[src/rtl/puf_soc_pkg.sv]
`default_nettype none
// ============================================================================
// Module      : puf_soc_pkg
// Description : Shared types and constants for the PUF SoC serial link blocks.
// Revision    : 1.0 - initial release
// ============================================================================
package puf_soc_pkg;

    // Default word width of the serial link.
    localparam int N_BIT = 32;

    // Width of the bit-index counter for the default word width.
    localparam int CNT_W = $clog2(N_BIT);

    // PISO transmitter states.
    typedef enum logic [0:0] {
        PISO_IDLE  = 1'b0,
        PISO_SHIFT = 1'b1
    } piso_state_e;

    // Counter width for an arbitrary word width (never narrower than 1 bit).
    function automatic int piso_cnt_w(input int n);
        return (n < 2) ? 1 : $clog2(n);
    endfunction

endpackage : puf_soc_pkg
`default_nettype wire

[src/rtl/puf_soc_piso_if.sv]
`default_nettype none
// ============================================================================
// Module      : puf_soc_piso_if
// Description : Parallel-word and serial-bit handshake bundle of the PISO.
//               Signal prefixes are from the transmitter's point of view.
// Revision    : 1.0 - initial release
// ============================================================================
interface puf_soc_piso_if #(
    parameter int N_BIT = 32
);
    logic             i_par_valid;
    logic [N_BIT-1:0] i_par_data;
    logic             o_par_ready;
    logic             o_ser_valid;
    logic             o_ser_data;
    logic             o_ser_last;
    logic             i_ser_ready;

    // Transmitter side
    modport slave (
        input  i_par_valid, i_par_data, i_ser_ready,
        output o_par_ready, o_ser_valid, o_ser_data, o_ser_last
    );

    // Word producer / bit consumer side
    modport master (
        output i_par_valid, i_par_data, i_ser_ready,
        input  o_par_ready, o_ser_valid, o_ser_data, o_ser_last
    );
endinterface : puf_soc_piso_if
`default_nettype wire

[src/rtl/puf_soc_piso_cnt.sv]
`default_nettype none
// ============================================================================
// Module      : puf_soc_piso_cnt
// Description : Bit-index counter with synchronous clear, enable and a
//               terminal-count flag at N_BIT-1.
// Revision    : 1.0 - initial release
// ============================================================================
module puf_soc_piso_cnt
    import puf_soc_pkg::*;
#(
    parameter int N_BIT = 32,
    parameter int CNT_W = piso_cnt_w(N_BIT)
) (
    input  wire              clk,
    input  wire              rst_n,
    input  wire              i_clr,
    input  wire              i_en,
    output logic [CNT_W-1:0] o_cnt,
    output logic             o_tc
);
    localparam logic [CNT_W-1:0] c_TC  = CNT_W'(N_BIT - 1);
    localparam logic [CNT_W-1:0] c_ONE = CNT_W'(1);

    logic [CNT_W-1:0] r_cnt;

    // Clear wins over enable so a word boundary always restarts at bit 0.
    always_ff @(posedge clk or negedge rst_n) begin
        if (!rst_n) begin
            r_cnt <= '0;
        end else if (i_clr) begin
            r_cnt <= '0;
        end else if (i_en) begin
            r_cnt <= r_cnt + c_ONE;
        end
    end

    assign o_cnt = r_cnt;
    assign o_tc  = (r_cnt == c_TC);

endmodule : puf_soc_piso_cnt
`default_nettype wire

[src/rtl/puf_soc_piso.sv]
`default_nettype none
// ============================================================================
// Module      : puf_soc_piso
// Description : Parallel-in serial-out transmitter. Words are accepted into a
//               one-deep holding register and shifted out LSB first on a
//               one-bit valid/ready stream, back-to-back without bubbles.
// Revision    : 1.0 - initial release
// ============================================================================
module puf_soc_piso
    import puf_soc_pkg::*;
#(
    parameter int N_BIT = 32
) (
    input  wire                   clk,
    input  wire                   rst_n,
    input  wire                   i_flush,
    puf_soc_piso_if.slave         bus,
    output logic                  o_busy
);
    localparam int c_CNT_W = piso_cnt_w(N_BIT);

    piso_state_e        r_state;
    logic [N_BIT-1:0]   r_shreg;
    logic [N_BIT-1:0]   r_hold;
    logic               r_hold_full;
    logic               r_par_ready;

    logic [c_CNT_W-1:0] w_cnt;
    logic               w_tc;
    logic               w_shift;
    logic               w_accept;
    logic               w_ser_hs;
    logic               w_last_hs;
    logic               w_load;

    assign w_shift   = (r_state == PISO_SHIFT);
    assign w_accept  = bus.i_par_valid & r_par_ready;
    assign w_ser_hs  = w_shift & bus.i_ser_ready;
    assign w_last_hs = w_ser_hs & w_tc;
    // Held word moves into the shift register from IDLE or on the last bit.
    assign w_load    = r_hold_full & (~w_shift | w_last_hs);

    puf_soc_piso_cnt #(
        .N_BIT (N_BIT),
        .CNT_W (c_CNT_W)
    ) u_cnt (
        .clk   (clk),
        .rst_n (rst_n),
        .i_clr (i_flush | w_load | w_last_hs),
        .i_en  (w_ser_hs & ~w_tc),
        .o_cnt (w_cnt),
        .o_tc  (w_tc)
    );

    // Control FSM, holding register and shift register. o_par_ready is kept
    // in its own flop as the inverse of the hold flag so it has no input path.
    always_ff @(posedge clk or negedge rst_n) begin
        if (!rst_n) begin
            r_state     <= PISO_IDLE;
            r_shreg     <= '0;
            r_hold      <= '0;
            r_hold_full <= 1'b0;
            r_par_ready <= 1'b1;
        end else if (i_flush) begin
            r_state     <= PISO_IDLE;
            r_shreg     <= '0;
            r_hold_full <= 1'b0;
            r_par_ready <= 1'b1;
        end else begin
            // Accept needs an empty hold, drain needs a full one: never both.
            if (w_accept) begin
                r_hold      <= bus.i_par_data;
                r_hold_full <= 1'b1;
                r_par_ready <= 1'b0;
            end
            case (r_state)
                PISO_IDLE: begin
                    if (r_hold_full) begin
                        r_shreg     <= r_hold;
                        r_hold_full <= 1'b0;
                        r_par_ready <= 1'b1;
                        r_state     <= PISO_SHIFT;
                    end
                end
                PISO_SHIFT: begin
                    if (w_ser_hs) begin
                        if (!w_tc) begin
                            r_shreg <= {1'b0, r_shreg[N_BIT-1:1]};
                        end else if (r_hold_full) begin
                            r_shreg     <= r_hold;
                            r_hold_full <= 1'b0;
                            r_par_ready <= 1'b1;
                        end else begin
                            r_shreg <= {1'b0, r_shreg[N_BIT-1:1]};
                            r_state <= PISO_IDLE;
                        end
                    end
                end
                default: r_state <= PISO_IDLE;
            endcase
        end
    end

    assign bus.o_par_ready = r_par_ready;
    assign bus.o_ser_valid = w_shift;
    assign bus.o_ser_data  = r_shreg[0];
    assign bus.o_ser_last  = w_shift & w_tc;
    assign o_busy          = w_shift | r_hold_full;

    // Index is observable for debug only; the terminal flag drives control.
    logic w_cnt_unused;
    assign w_cnt_unused = ^w_cnt;

endmodule : puf_soc_piso
`default_nettype wire
[src/flat_wrapper.sv]
// flat-port wrapper written by rule: the top's interface ports become plain ports
module puf_soc_piso_flat import puf_soc_pkg::*;
#(
    parameter int N_BIT = 32
)
  (clk, rst_n, i_flush, o_busy, bus_i_par_valid, bus_i_par_data, bus_i_ser_ready, bus_o_par_ready, bus_o_ser_valid, bus_o_ser_data, bus_o_ser_last);
  puf_soc_piso_if #(.N_BIT(N_BIT)) bus_i ();
  input  wire clk;
  input  wire rst_n;
  input  wire i_flush;
  output logic o_busy;
  input wire logic [$bits(bus_i.i_par_valid)-1:0] bus_i_par_valid;
  input wire logic [$bits(bus_i.i_par_data)-1:0] bus_i_par_data;
  input wire logic [$bits(bus_i.i_ser_ready)-1:0] bus_i_ser_ready;
  output wire logic [$bits(bus_i.o_par_ready)-1:0] bus_o_par_ready;
  output wire logic [$bits(bus_i.o_ser_valid)-1:0] bus_o_ser_valid;
  output wire logic [$bits(bus_i.o_ser_data)-1:0] bus_o_ser_data;
  output wire logic [$bits(bus_i.o_ser_last)-1:0] bus_o_ser_last;
  assign bus_i.i_par_valid = bus_i_par_valid;
  assign bus_i.i_par_data = bus_i_par_data;
  assign bus_i.i_ser_ready = bus_i_ser_ready;
  assign bus_o_par_ready = bus_i.o_par_ready;
  assign bus_o_ser_valid = bus_i.o_ser_valid;
  assign bus_o_ser_data = bus_i.o_ser_data;
  assign bus_o_ser_last = bus_i.o_ser_last;
  puf_soc_piso #(.N_BIT(N_BIT)) u_core (.clk(clk), .rst_n(rst_n), .i_flush(i_flush), .bus(bus_i), .o_busy(o_busy));
endmodule
[config.mk]
export PLATFORM = sky130hd
export DESIGN_NAME = puf_soc_piso_flat
export DESIGN_NICKNAME = d
export VERILOG_FILES = /design/src/rtl/puf_soc_pkg.sv /design/src/rtl/puf_soc_piso_if.sv /design/src/rtl/puf_soc_piso_cnt.sv /design/src/rtl/puf_soc_piso.sv /design/src/flat_wrapper.sv
export SDC_FILE = /design/constraint.sdc
export NUM_CORES = 1
export LEC_CHECK = 0
export CORE_MARGIN = 2
export CORE_UTILIZATION = 54
export DETAILED_ROUTE_END_ITERATION = 12
export PLACE_DENSITY = 0.79
export REMOVE_ABC_BUFFERS = 1
export SLEW_MARGIN = 20
export SYNTH_ARGS = -nofsm -noshare
export SYNTH_HDL_FRONTEND = slang
export SYNTH_SLANG_ARGS = --single-unit
[constraint.sdc]
create_clock -name clk -period 2.2 [get_ports clk]
set_input_delay 0.33 -clock clk [delete_from_list [all_inputs] [get_ports clk]]
set_output_delay 0.33 -clock clk [all_outputs]
set_load 0.01 [all_outputs]
==> results of run 1 <==
[cell usage in the layout (no fill, tap or decap), types with 2 or more instances in the layout]
cell | netlist | layout
sky130_fd_sc_hd__a21oi_1 | 8 | 8
sky130_fd_sc_hd__and2_1 | 2 | 2
sky130_fd_sc_hd__buf_12 | 0 | 3
sky130_fd_sc_hd__buf_4 | 1 | 7
sky130_fd_sc_hd__clkbuf_1 | 0 | 3
sky130_fd_sc_hd__clkbuf_8 | 0 | 10
sky130_fd_sc_hd__clkdlybuf4s50_1 | 0 | 39
sky130_fd_sc_hd__dfrtp_1 | 71 | 71
sky130_fd_sc_hd__inv_1 | 2 | 2
sky130_fd_sc_hd__mux2_2 | 33 | 33
sky130_fd_sc_hd__mux2i_1 | 31 | 31
sky130_fd_sc_hd__nand2_1 | 3 | 3
sky130_fd_sc_hd__nand3b_1 | 2 | 2
sky130_fd_sc_hd__nor2_1 | 2 | 2
sky130_fd_sc_hd__o21ai_0 | 3 | 3
sky130_fd_sc_hd__o2bb2ai_1 | 31 | 31
sky130_fd_sc_hd__or2_2 | 2 | 2
[synthesized netlist by cell type, drive strengths merged]
cell	count	area (um2)
or2	2	12.51
o21ai	3	15.01
nand3	1	5.000
dfstp	1	26.28
a21boi	1	18.77
mux2i	31	310.3
nor2b	1	6.260
nor3	1	16.27
nand3b	3	26.27
buf	13	98.84
o21bai	1	11.26
or4b	1	10.01
a31oi	1	6.260
or4	1	7.510
ha	2	25.02
nor3b	1	7.510
nand2	3	11.26
and2b	1	10.01
dfrtp	71	1777
o2bb2ai	31	271.5
mux2	33	371.6
a21bo	1	10.01
and2	2	12.51
nor4bb	1	10.01
and3	1	6.260
nor2	2	7.510
inv	2	7.510
a21oi	8	40.04
[critical path, stage by stage, from the launching register on]
cell and delay (ps):
sky130_fd_sc_hd__dfrtp_1 390, sky130_fd_sc_hd__ha_1 230, sky130_fd_sc_hd__and3_1 220, sky130_fd_sc_hd__ha_4 160, sky130_fd_sc_hd__and2_1 120, sky130_fd_sc_hd__dlygate4sd2_1 270
[cell families after synthesis]
kind of cell	count (synthesis)	share of synthesized area
buffers and inverters	15	0.03389
adder cells (fa/ha/maj)	2	0.007973
multiplexers	64	0.2173
AO/OA/AOI/OAI	46	0.1188
AND/OR/NAND/NOR	21	0.04745
flip-flops	72	0.5746
[through the flow]
step                TNS, ps  instance area (um2)  total power [mW]
floorplan             -6967                 3039             1.956
global placement          0                 3625             2.156
detailed placement        0                 3625             2.186
CTS                       0                 3850             3.220
global route              0                 3850             3.338
finish                    0                 3850             3.175
[path summary, 6_finish.rpt]
| path | from | end | slack [ps] | depth (start not counted) |
|---|---|---|---|---|
| worst max-delay path | u_core.u_cnt.o_cnt[0] | bus_o_ser_last | 140 | 5 |
| worst min-delay path | rst_n | u_core.r_hold[12] | 10 | 1 |
| worst max register to register | u_core.u_cnt.o_cnt[0] | u_core.r_shreg[1] | 170 | 8 |
| worst min register to register | u_core.r_shreg[8] | u_core.r_shreg[8] | 490 | 1 |
| max in group asynchronous | rst_n | u_core.bus.o_par_ready | 1530 | 2 |
| min in group clk | u_core.r_shreg[8] | u_core.r_shreg[8] | 490 | 1 |
[power breakdown]
part	switching [mW]	total, mW	leakage, nW	internal, mW
clock	0.466	1.02	0.0936	0.554
sequential	0.112	1.63	0.919	1.52
combinational	0.219	0.528	0.606	0.309
[per-layer routing]
metal  vias up  global-route usage  share of wire
li1        919                   -              -
met4         0             0.07458          0.020
met1      1002              0.2468           0.43
met5         -                   0              0
met3        14             0.06854          0.044
met2        41              0.3308           0.51
[sequential cells by signal, summed over array words and instances (netlist names)]
signal	count
u_core.bus.o_par_ready	1
u_core.bus.o_ser_valid	1
u_core.r_hold	32
u_core.r_hold_full	1
u_core.r_shreg	32
u_core.u_cnt.o_cnt	5
[repair_timing]
| item | 4_1_cts | 5_1_grt |
|---|---|---|
| endpoints found under the setup margin | 1 | 0 |
| setup buffers | 3 | 0 |
| resized for setup | 3 | 0 |
[area by class of cell]
class	count	area, um2
clock buffers	13	148.9
flip-flops and latches	72	1803
well taps	72	90.09
fillers	419	1724
repair buffers	51	516.7
clock inverters	3	42.54
multi-input cells	133	1241
inverters	2	7.507
==> metrics.md, run 1 <==
| Metric | Value |
|---|---|
| Required time at the endpoint of the critical path | `~1900 ps` |
| Antenna diode count | `0` |
| Count of cell types in the netlist | `31` |
| Hold Crit Class | `in -> async` |
| Static leakage power | `between 1.5 and 2 nW` |
| CP Data Arrival Time | `between 1500 and 2000 ps` |
| Clock skew | `around 7 ps` |
| Final min period | `between 2000 and 2500 ps` |
| CTS tree | `built` |
| Startpoint-to-endpoint class of the critical path | `reg -> out` |
| Via density per instance | `between 5 and 6` |
| Row Count | `27` |
| Placed Cells | `between 300 and 400` |
| Syn. warnings | `0` |
| Vertical die dimension | `roughly 80 um` |
| Chip Width | `~80 um` |
| Placeable core region | `5574 um2` |
| Global-route wire length before repair | `between 9 and 10 mm` |
| Unrepaired setup endpoints after global routing | `false` |
| Vias post-DR | `a little under 2000` |
| Fin crit share | `0.9358` |
| Number of buffers inserted for hold repair after clock tree synthesis | `0` |
| Clock root cell | `sky130_fd_sc_hd__clkbuf_8` |
| Half-perimeter wire length after placement | `3.620 mm` |
| Final count of hold timing violations | `0` |
| Number of H-tree branching levels | `3` |
| Max cap viols | `0` |
| Remaining DRCs | `0` |
| Setup crit start kind | `flip-flop` |
| Post-route ant nets | `0` |
| Clk sink count | `a little over 70` |
| Final-layout worst hold slack | `11.80 ps` |
| Gr usage total | `0.2016` |
| Status | `completed` |
| Iteration-0 DRC count of the detailed router | `40` |
| IO Count | `42` |
| Share of synthesized area occupied by flip-flops and latches | `0.5746` |
| Maximum resistive drop on vdd | `roughly 0.57 mV` |
| Via count of the first global-routing pass | `approximately 2000` |
| Floorplan die area | `between 6000 and 7000 um2` |
| Kind of end point of the critical path | `output pin` |
| Grt total ovfl | `0` |
| DR pass1 iterations | `4` |
| Slew Limit Headroom | `0.5562` |
| Fraction of the core area covered by cells at the end of the flow | `0.6907` |
| Cts bufs inserted | `9` |
| Initial antenna violation count | `0` |
| Clock transition time at the flip-flop clock pins of the worst setup and hold paths | `70 ps` |
| Average cell area after synthesis | `roughly 14 um2` |
| Synthesized instance count | `220` |
| Average wire length per cell after detail routing | `~16 um` |
| Final Net Count | `308` |
| Port-buffer cells | `41` |
| Clk buf depth | `2` |
| Starting Density | `0.5630` |
| Clk_lat worst skew | `between 300 and 400 ps` |
| Highest fanout seen on the critical path | `3` |
| Register bit total from synthesis | `72` |
| Pins Over Slew Limit | `0` |
| Transition time at the pin with the least slew margin | `between 600 and 700 ps` |
| Worst path setup slack after routing | `about 140 ps` |
| Largest net degree at the start of global routing | `38` |
| Fraction of final layout cells sized beyond drive strength 1 | `0.2445` |
| Final setup fails | `0` |
| Non-filler cells, final | `roughly 350` |
| Routability congestion estimate | `between 0.6 and 0.7` |
| Pre-CTS WS | `between 40 and 50 ps` |
| Total power density per cell area | `between 800 and 900 nW/um2` |
| Maximum clock frequency | `about 500 MHz` |
| Routed wire length | `roughly 5.6 mm` |
| Mapped Area | `3138 um2` |
| Synthesis-to-layout area growth | `22.69%` |
Power figures use the tool's default switching activity.
==> inputs of run 2 (changes only) <==
==> constraint.sdc (replaced) <==
create_clock -name clk -period 2.2 [get_ports clk]
set_input_delay 0.33 -clock clk [delete_from_list [all_inputs] [get_ports clk]]
set_output_delay 0.33 -clock clk [all_outputs]
set_load 0.05 [all_outputs]
==> run 2 against run 1 <==
Sequential share of layout area grew 0.14 points. Critical path depth shrank 3. Non-clock buffer count shrank 1. Fmax shrank 4.1%. Routed wire length shrank 1.1%. Clock power is essentially flat. Critical path type unchanged. Critical endpoint is now o_busy.
==> metrics.md, run 2 (synthesis results as in run 1) <==
| Metric | Value |
|---|---|
| Status | `completed` |
| Largest net degree at the start of global routing | `73 (+92%)` |
| Initial antenna violation count | `0 (unchanged)` |
| Half-perimeter wire length after placement | `3.595 mm (-0.69%)` |
| Stage delay of the slowest cell on the critical path | `700 ps (+310 ps)` |
| Port-buffer cells | `41 (unchanged)` |
| Static leakage power | `1.601 nW (-1.1%)` |
| Maximum resistive drop on vdd | `0.4504 mV (-21%)` |
| Crit path max-delay family | `buffers and inverters` |
| Routability congestion estimate | `0.7199 (+7.9%)` |
| Hold Crit Class | `in -> async` |
| Most common cell after layout, fill and taps aside | `sky130_fd_sc_hd__dfrtp_1` |
| Highest fanout seen on the critical path | `9 (+6)` |
| Startpoint-to-endpoint class of the critical path | `reg -> out` |
| Clock skew | `5.298 ps (-1.570 ps)` |
| CP Data Arrival Time | `1820 ps (+90 ps)` |
| Gr usage total | `0.1957 (-0.005915)` |
| Average wire length per cell after detail routing | `16.15 um (-0.81%)` |
| Placed Cells | `329 (+0.61%)` |
| Total power density per cell area | `828.5 nW/um2 (+0.45%)` |
| Final min period | `2147 ps (+88.81 ps)` |
| Fin crit share | `0.9761 (+0.04037)` |
| Final-layout worst hold slack | `16.20 ps (+4.401 ps)` |
| Number of buffers inserted for hold repair after clock tree synthesis | `0 (unchanged)` |
| Starting Density | `0.5630 (unchanged)` |
| Switching share of power | `0.2625 (+0.01146)` |
| Clk sink count | `72 (unchanged)` |
| Floorplan die area | `6437 um2 (unchanged)` |
| DR pass1 iterations | `4 (unchanged)` |
| Placeable core region | `5574 um2 (unchanged)` |
| Grt total ovfl | `0 (unchanged)` |
| CTS tree | `built` |
| Final setup fails | `0 (unchanged)` |
| Max stage delay cell, worst path | `sky130_fd_sc_hd__clkdlybuf4s50_1` |
| Clk buf depth | `2 (unchanged)` |
| Clock transition time at the flip-flop clock pins of the worst setup and hold paths | `70 ps (about the same)` |
| Post-CTS setup-driven buffer insertion count | `0 (-3)` |
| Pins Over Slew Limit | `0 (unchanged)` |
| Post-route ant nets | `0 (unchanged)` |
| Global-route wire length before repair | `9.508 mm (-1.8%)` |
| Most frequent cells in the layout | `sky130_fd_sc_hd__dfrtp_1, sky130_fd_sc_hd__clkdlybuf4s50_1, sky130_fd_sc_hd__mux2_2` |
| Routed wire length | `5.572 mm (-1.1%)` |
| Fraction of final layout cells sized beyond drive strength 1 | `0.2491 (+0.004559)` |
| Clk_lat worst skew | `340 ps (about the same)` |
| Part of the total power dissipated in sequential elements | `0.513 (about the same)` |
| Synthesis-to-layout area growth | `22.33%` |
| Share of power burned in the clock network | `0.314 (-0.007)` |
| Net switching power | `834.7 uW (+4.7%)` |
| Chip Width | `80.23 um (unchanged)` |
| Unrepaired setup endpoints after global routing | `false` |
| Kind of end point of the critical path | `output pin` |
| Vertical die dimension | `80.23 um (unchanged)` |
| Transition time at the pin with the least slew margin | `490.2 ps (-175.5 ps)` |
| Maximum clock frequency | `465.7 MHz (-4.1%)` |
| Number of H-tree branching levels | `3 (unchanged)` |
| Portion of total power attributed to combinational logic | `0.173 (+0.007)` |
| Final Net Count | `307 (-0.32%)` |
| Number of buffers and inverters on the critical path | `1 (unchanged)` |
| Required time at the endpoint of the critical path | `1870 ps (about the same)` |
| Clock root cell | `sky130_fd_sc_hd__clkbuf_8` |
| Setup total negative slack | `0 ps (unchanged)` |
| IO Count | `42 (unchanged)` |
| Cell internal pwr | `2.346 mW (-1.4%)` |
| Via density per instance | `5.525 (-3.3%)` |
| Non-filler cells, final | `345 (-0.29%)` |
| Row Count | `27 (unchanged)` |
| Vias post-DR | `1906 (-3.5%)` |
| Iteration-0 DRC count of the detailed router | `88 (+120%)` |
| Cts bufs inserted | `9 (unchanged)` |
| Final count of hold timing violations | `0 (unchanged)` |
| Via count of the first global-routing pass | `1960 (-2.9%)` |
| Slew Limit Headroom | `0.6722 (+0.1160)` |
| Antenna diode count | `0 (unchanged)` |
| Max cap viols | `0 (unchanged)` |
| Worst-path cell chain | `or2_2 -> clkdlybuf4s50_1` |
| Remaining DRCs | `0 (unchanged)` |
| Setup crit start kind | `flip-flop` |
-- run 2: per-stage QoR --
step / setup WS (ps) / total power, mW / util / cell area (um2)
floorplan: -233.6 / 1.983 / - / 3039
finish: 52.52 / 3.180 / 0.6887 / 3839
global placement: 239.1 / 2.187 / 0.6525 / 3637
detailed placement: 160.4 / 2.215 / 0.6525 / 3637
CTS: 29.90 / 3.222 / 0.6869 / 3829
global route: 2.472 / 3.355 / 0.6887 / 3839
-- run 2: power by group through the flow --
stage / sequential [mW] / clock (mW) / combinational (mW)
detailed placement: 1.66 / 0 / 0.559
global route: 1.66 / 1.09 / 0.610
floorplan: 1.63 / 0 / 0.352
finish: 1.63 / 0.998 / 0.552
global placement: 1.65 / 0 / 0.539
CTS: 1.63 / 1.03 / 0.561
-- run 2: metal layers --
layer / vias to the layer above / track usage / part of all wire
met5: - / 0 / 0
met4: 0 / 0.1034 / 0.019
met3: 11 / 0.04270 / 0.036
met2: 34 / 0.3067 / 0.50
met1: 951 / 0.2551 / 0.45
li1: 910 / - / -
-- run 2: worst register-to-register path, cell delays in order, from the launching register on --
cell and delay [ps]:
sky130_fd_sc_hd__dfrtp_1 420, sky130_fd_sc_hd__ha_1 240, sky130_fd_sc_hd__and3_1 220, sky130_fd_sc_hd__ha_4 210, sky130_fd_sc_hd__a21boi_4 160, sky130_fd_sc_hd__buf_4 250
sky130_fd_sc_hd__mux2i_1 250, sky130_fd_sc_hd__o2bb2ai_1 90
-- run 2: area by class of cell --
cell class | count | area, um2
clock buffer | 11 | 131.4
clock inverter | 5 | 57.56
fill | 431 | 1735
inverter | 2 | 7.507
multi-input combinational | 133 | 1241
sequential | 72 | 1803
tap | 72 | 90.09
timing repair buffer | 50 | 508.0
-- run 2: path summary, 6_finish.rpt --
check | startpoint | endpoint | slack (ps) | depth (start not counted)
min reg2reg | u_core.r_shreg[25] | u_core.r_shreg[25] | 490 | 1
max reg2reg | u_core.u_cnt.o_cnt[0] | u_core.r_shreg[0] | 240 | 7
max | u_core.bus.o_ser_valid | o_busy | 50 | 2
min | rst_n | u_core.r_hold[4] | 20 | 2
min in group clk | u_core.r_shreg[25] | u_core.r_shreg[25] | 490 | 1
max in group asynchronous | rst_n | u_core.bus.o_par_ready | 1870 | 2
-- run 2: timing repair --
action / CTS / global route
endpoints found under the setup margin: 1 / 1
cloned: 0 / 0
gates resized for setup: 1 / 1
==> inputs of run 3 (changes only) <==
--- a/config.mk
+++ b/config.mk
@@ -6,9 +6,8 @@
 export NUM_CORES = 1
 export LEC_CHECK = 0
 export CORE_MARGIN = 2
-export CORE_UTILIZATION = 54
+export CORE_UTILIZATION = 35
 export DETAILED_ROUTE_END_ITERATION = 12
-export PLACE_DENSITY = 0.79
 export REMOVE_ABC_BUFFERS = 1
 export SLEW_MARGIN = 20
 export SYNTH_ARGS = -nofsm -noshare
==> run 3 against run 2 <==
Setup slack better by 85 ps. Critical path type unchanged. Non-clock buffer count unchanged. Critical endpoint is now bus_o_ser_last. Sequential share of layout area fell by 1.0 points. Register-to-register slack hardly changed. Routed wire length fell by 1.4%. Highest routed layer unchanged. Worst hold slack better by 470 ps.
==> metrics.md, run 3 (synthesis results as in run 1) <==
| Metric | Value |
|---|---|
| Final count of hold timing violations | `0 (unchanged)` |
| Max stage delay cell, worst path | `sky130_fd_sc_hd__dfrtp_1` |
| Row Count | `34 (+26%)` |
| Final min period | `2062 ps (-85.11 ps)` |
| Source of the worst hold timing path | `u_core.r_shreg[25]` |
| Port-buffer cells | `41 (unchanged)` |
| Floorplan die area | `9739 um2 (+51%)` |
| Fin crit share | `0.9374 (-0.03869)` |
| Vias post-DR | `1903 (-0.16%)` |
| Area used by multi-input combinational logic | `1241 um2 (unchanged)` |
| Chip Width | `98.69 um (+23%)` |
| Transition time at the pin with the least slew margin | `496.6 ps (+6.387 ps)` |
| Pins Over Slew Limit | `0 (unchanged)` |
| Highest fanout seen on the critical path | `10 (+1)` |
| Most frequent cells in the layout | `sky130_fd_sc_hd__dfrtp_1, sky130_fd_sc_hd__clkdlybuf4s50_1, sky130_fd_sc_hd__mux2_2` |
| Clk_lat worst skew | `340 ps (about the same)` |
| Capture point of the critical path | `bus_o_ser_last` |
| Setup crit start kind | `flip-flop` |
| Clock skew | `5.646 ps (+0.3477 ps)` |
| Slew Limit Headroom | `0.6684 (-0.003775)` |
| Stage delay of the slowest cell on the critical path | `420 ps (-280 ps)` |
| Max cap viols | `0 (unchanged)` |
| Maximum resistive drop on vdd | `0.4503 mV (about the same)` |
| Total Power Consumption | `3.226 mW (+1.4%)` |
| Post-route ant nets | `0 (unchanged)` |
| Required time at the endpoint of the critical path | `1870 ps (about the same)` |
| Unrepaired setup endpoints after global routing | `false` |
| CTS tree | `built` |
| Crit Reg-Reg Startpoint | `u_core.u_cnt.o_cnt[0]` |
| Footprint of the flip-flops and latches | `1803 um2 (unchanged)` |
| Via count of the first global-routing pass | `2000 (+2.0%)` |
| Initial antenna violation count | `0 (unchanged)` |
| Largest net degree at the start of global routing | `73 (unchanged)` |
| Hold Crit Class | `reg -> reg` |
| Average wire length per cell after detail routing | `14.42 um (-11%)` |
| Static leakage power | `1.641 nW (+2.4%)` |
| IO Count | `42 (unchanged)` |
| Filler cells | `812 (+88%)` |
| Pre-CTS WS | `138.5 ps (-21.95 ps)` |
| DR pass1 iterations | `4 (unchanged)` |
| CP Data Arrival Time | `1730 ps (-90 ps)` |
| Routability congestion estimate | `0.7230 (+0.43%)` |
| Clk buf depth | `2 (unchanged)` |
| Vertical die dimension | `98.69 um (+23%)` |
| Launch point of the worst path | `u_core.u_cnt.o_cnt[0]` |
| Logic depth of the worst register-to-register path | `7 (unchanged)` |
| Final setup fails | `0 (unchanged)` |
| Via density per instance | `4.995 (-9.6%)` |
| End of the worst register-to-register path | `u_core.r_shreg[12]` |
| Worst-path cell chain | `ha_1 -> and3_1 -> ha_4 -> and2_1 -> buf_12` |
| Worst path setup slack after routing | `137.6 ps (+85.11 ps)` |
| Clock transition time at the flip-flop clock pins of the worst setup and hold paths | `70 ps (about the same)` |
| Placeable core region | `8721 um2 (+56%)` |
| Final Net Count | `307 (unchanged)` |
| Kind of end point of the critical path | `output pin` |
| Global-route wire length before repair | `9.846 mm (+3.6%)` |
| Most common cell after layout, fill and taps aside | `sky130_fd_sc_hd__dfrtp_1` |
| Clock root cell | `sky130_fd_sc_hd__clkbuf_8` |
| Register-to-register setup slack | `250 ps (about the same)` |
| Total power density per cell area | `821.7 nW/um2 (-0.83%)` |
| Gr usage total | `0.1276 (-0.06810)` |
| Iteration-0 DRC count of the detailed router | `95 (+8.0%)` |
| Half-perimeter wire length after placement | `3.477 mm (-3.3%)` |
| Antenna diode count | `0 (unchanged)` |
| Routed wire length | `5.495 mm (-1.4%)` |
| Starting Density | `0.3598 (-0.2031)` |
| Clk sink count | `72 (unchanged)` |
| Fraction of final layout cells sized beyond drive strength 1 | `0.2454 (-0.003663)` |
| Post-CTS setup-driven buffer insertion count | `0 (unchanged)` |
| Grt total ovfl | `0 (unchanged)` |
| Cts bufs inserted | `9 (unchanged)` |
| Remaining DRCs | `0 (unchanged)` |
| Startpoint-to-endpoint class of the critical path | `reg -> out` |
| Maximum clock frequency | `484.9 MHz (+4.1%)` |
| Status | `completed` |
| Synthesis-to-layout area growth | `25.12%` |
| Number of H-tree branching levels | `3 (unchanged)` |
## run 3: per-layer routing
layer,vias to the layer above,wire length [um],global-route usage
li1,917,-,-
met4,0,62,0.03477
met1,939,2706,0.1758
met2,39,2445,0.1879
met5,-,0,0
met3,8,281,0.05177
## run 3: worst max-delay path: cells and delay by family (launching register included)
family	cells	cell delay (ps)
adder cells (fa/ha/maj)	2	430
flip-flops	1	420
AND/OR/NAND/NOR	2	380
buffers and inverters	1	150
## run 3: timing repair
action / in CTS / in global routing
hold buffers: 1 / 0
endpoints found under the setup margin: 1 / 2
hold endpoints to repair: 1 / 0
gates resized for setup: 1 / 2
## run 3: stage by stage
stage | util | area, um2 | hold WS, ps | TNS, ps | std cells
after detailed placement | 0.4245 | 3702 | 374.5 | 0 | 364
after floorplan | - | 3039 | 34.41 | -6967 | 207
after global routing | 0.4502 | 3926 | 504.4 | 0 | 381
after global placement | 0.4245 | 3702 | 379.3 | 0 | 364
final | 0.4502 | 3926 | 487.1 | 0 | 381
after CTS | 0.4488 | 3914 | 493.5 | 0 | 381
## run 3: how the worst min path moves through the flow
stage,end,slack (ps),cells past startpoint
6_report,u_core.r_shreg[25],490,1
5_1_grt,u_core.r_shreg[7],500,1
4_1_cts,u_core.r_shreg[25],490,1
3_5_place_dp,u_core.r_hold[1],370,2
3_3_place_gp,u_core.r_hold[1],380,2
2_1_floorplan,u_core.bus.o_ser_valid,30,0
## run 3: layout make-up
cell class / count / area share
clock buffers: 13 / 0.04047
clock inverters: 3 / 0.01020
inverters: 2 / 0.001912
multi-input cells: 133 / 0.3161
flip-flops and latches: 72 / 0.4592
well taps: 108 / 0.03442
repair buffers: 50 / 0.1377
## run 3: where the power goes
| group | total (mW) | switching (mW) | internal (mW) |
|---|---|---|---|
| Sequential | 1.63 | 0.114 | 1.52 |
| Combinational | 0.554 | 0.238 | 0.316 |
| Clock | 1.04 | 0.459 | 0.583 |
| Total | 3.23 | 0.812 | 2.41 |
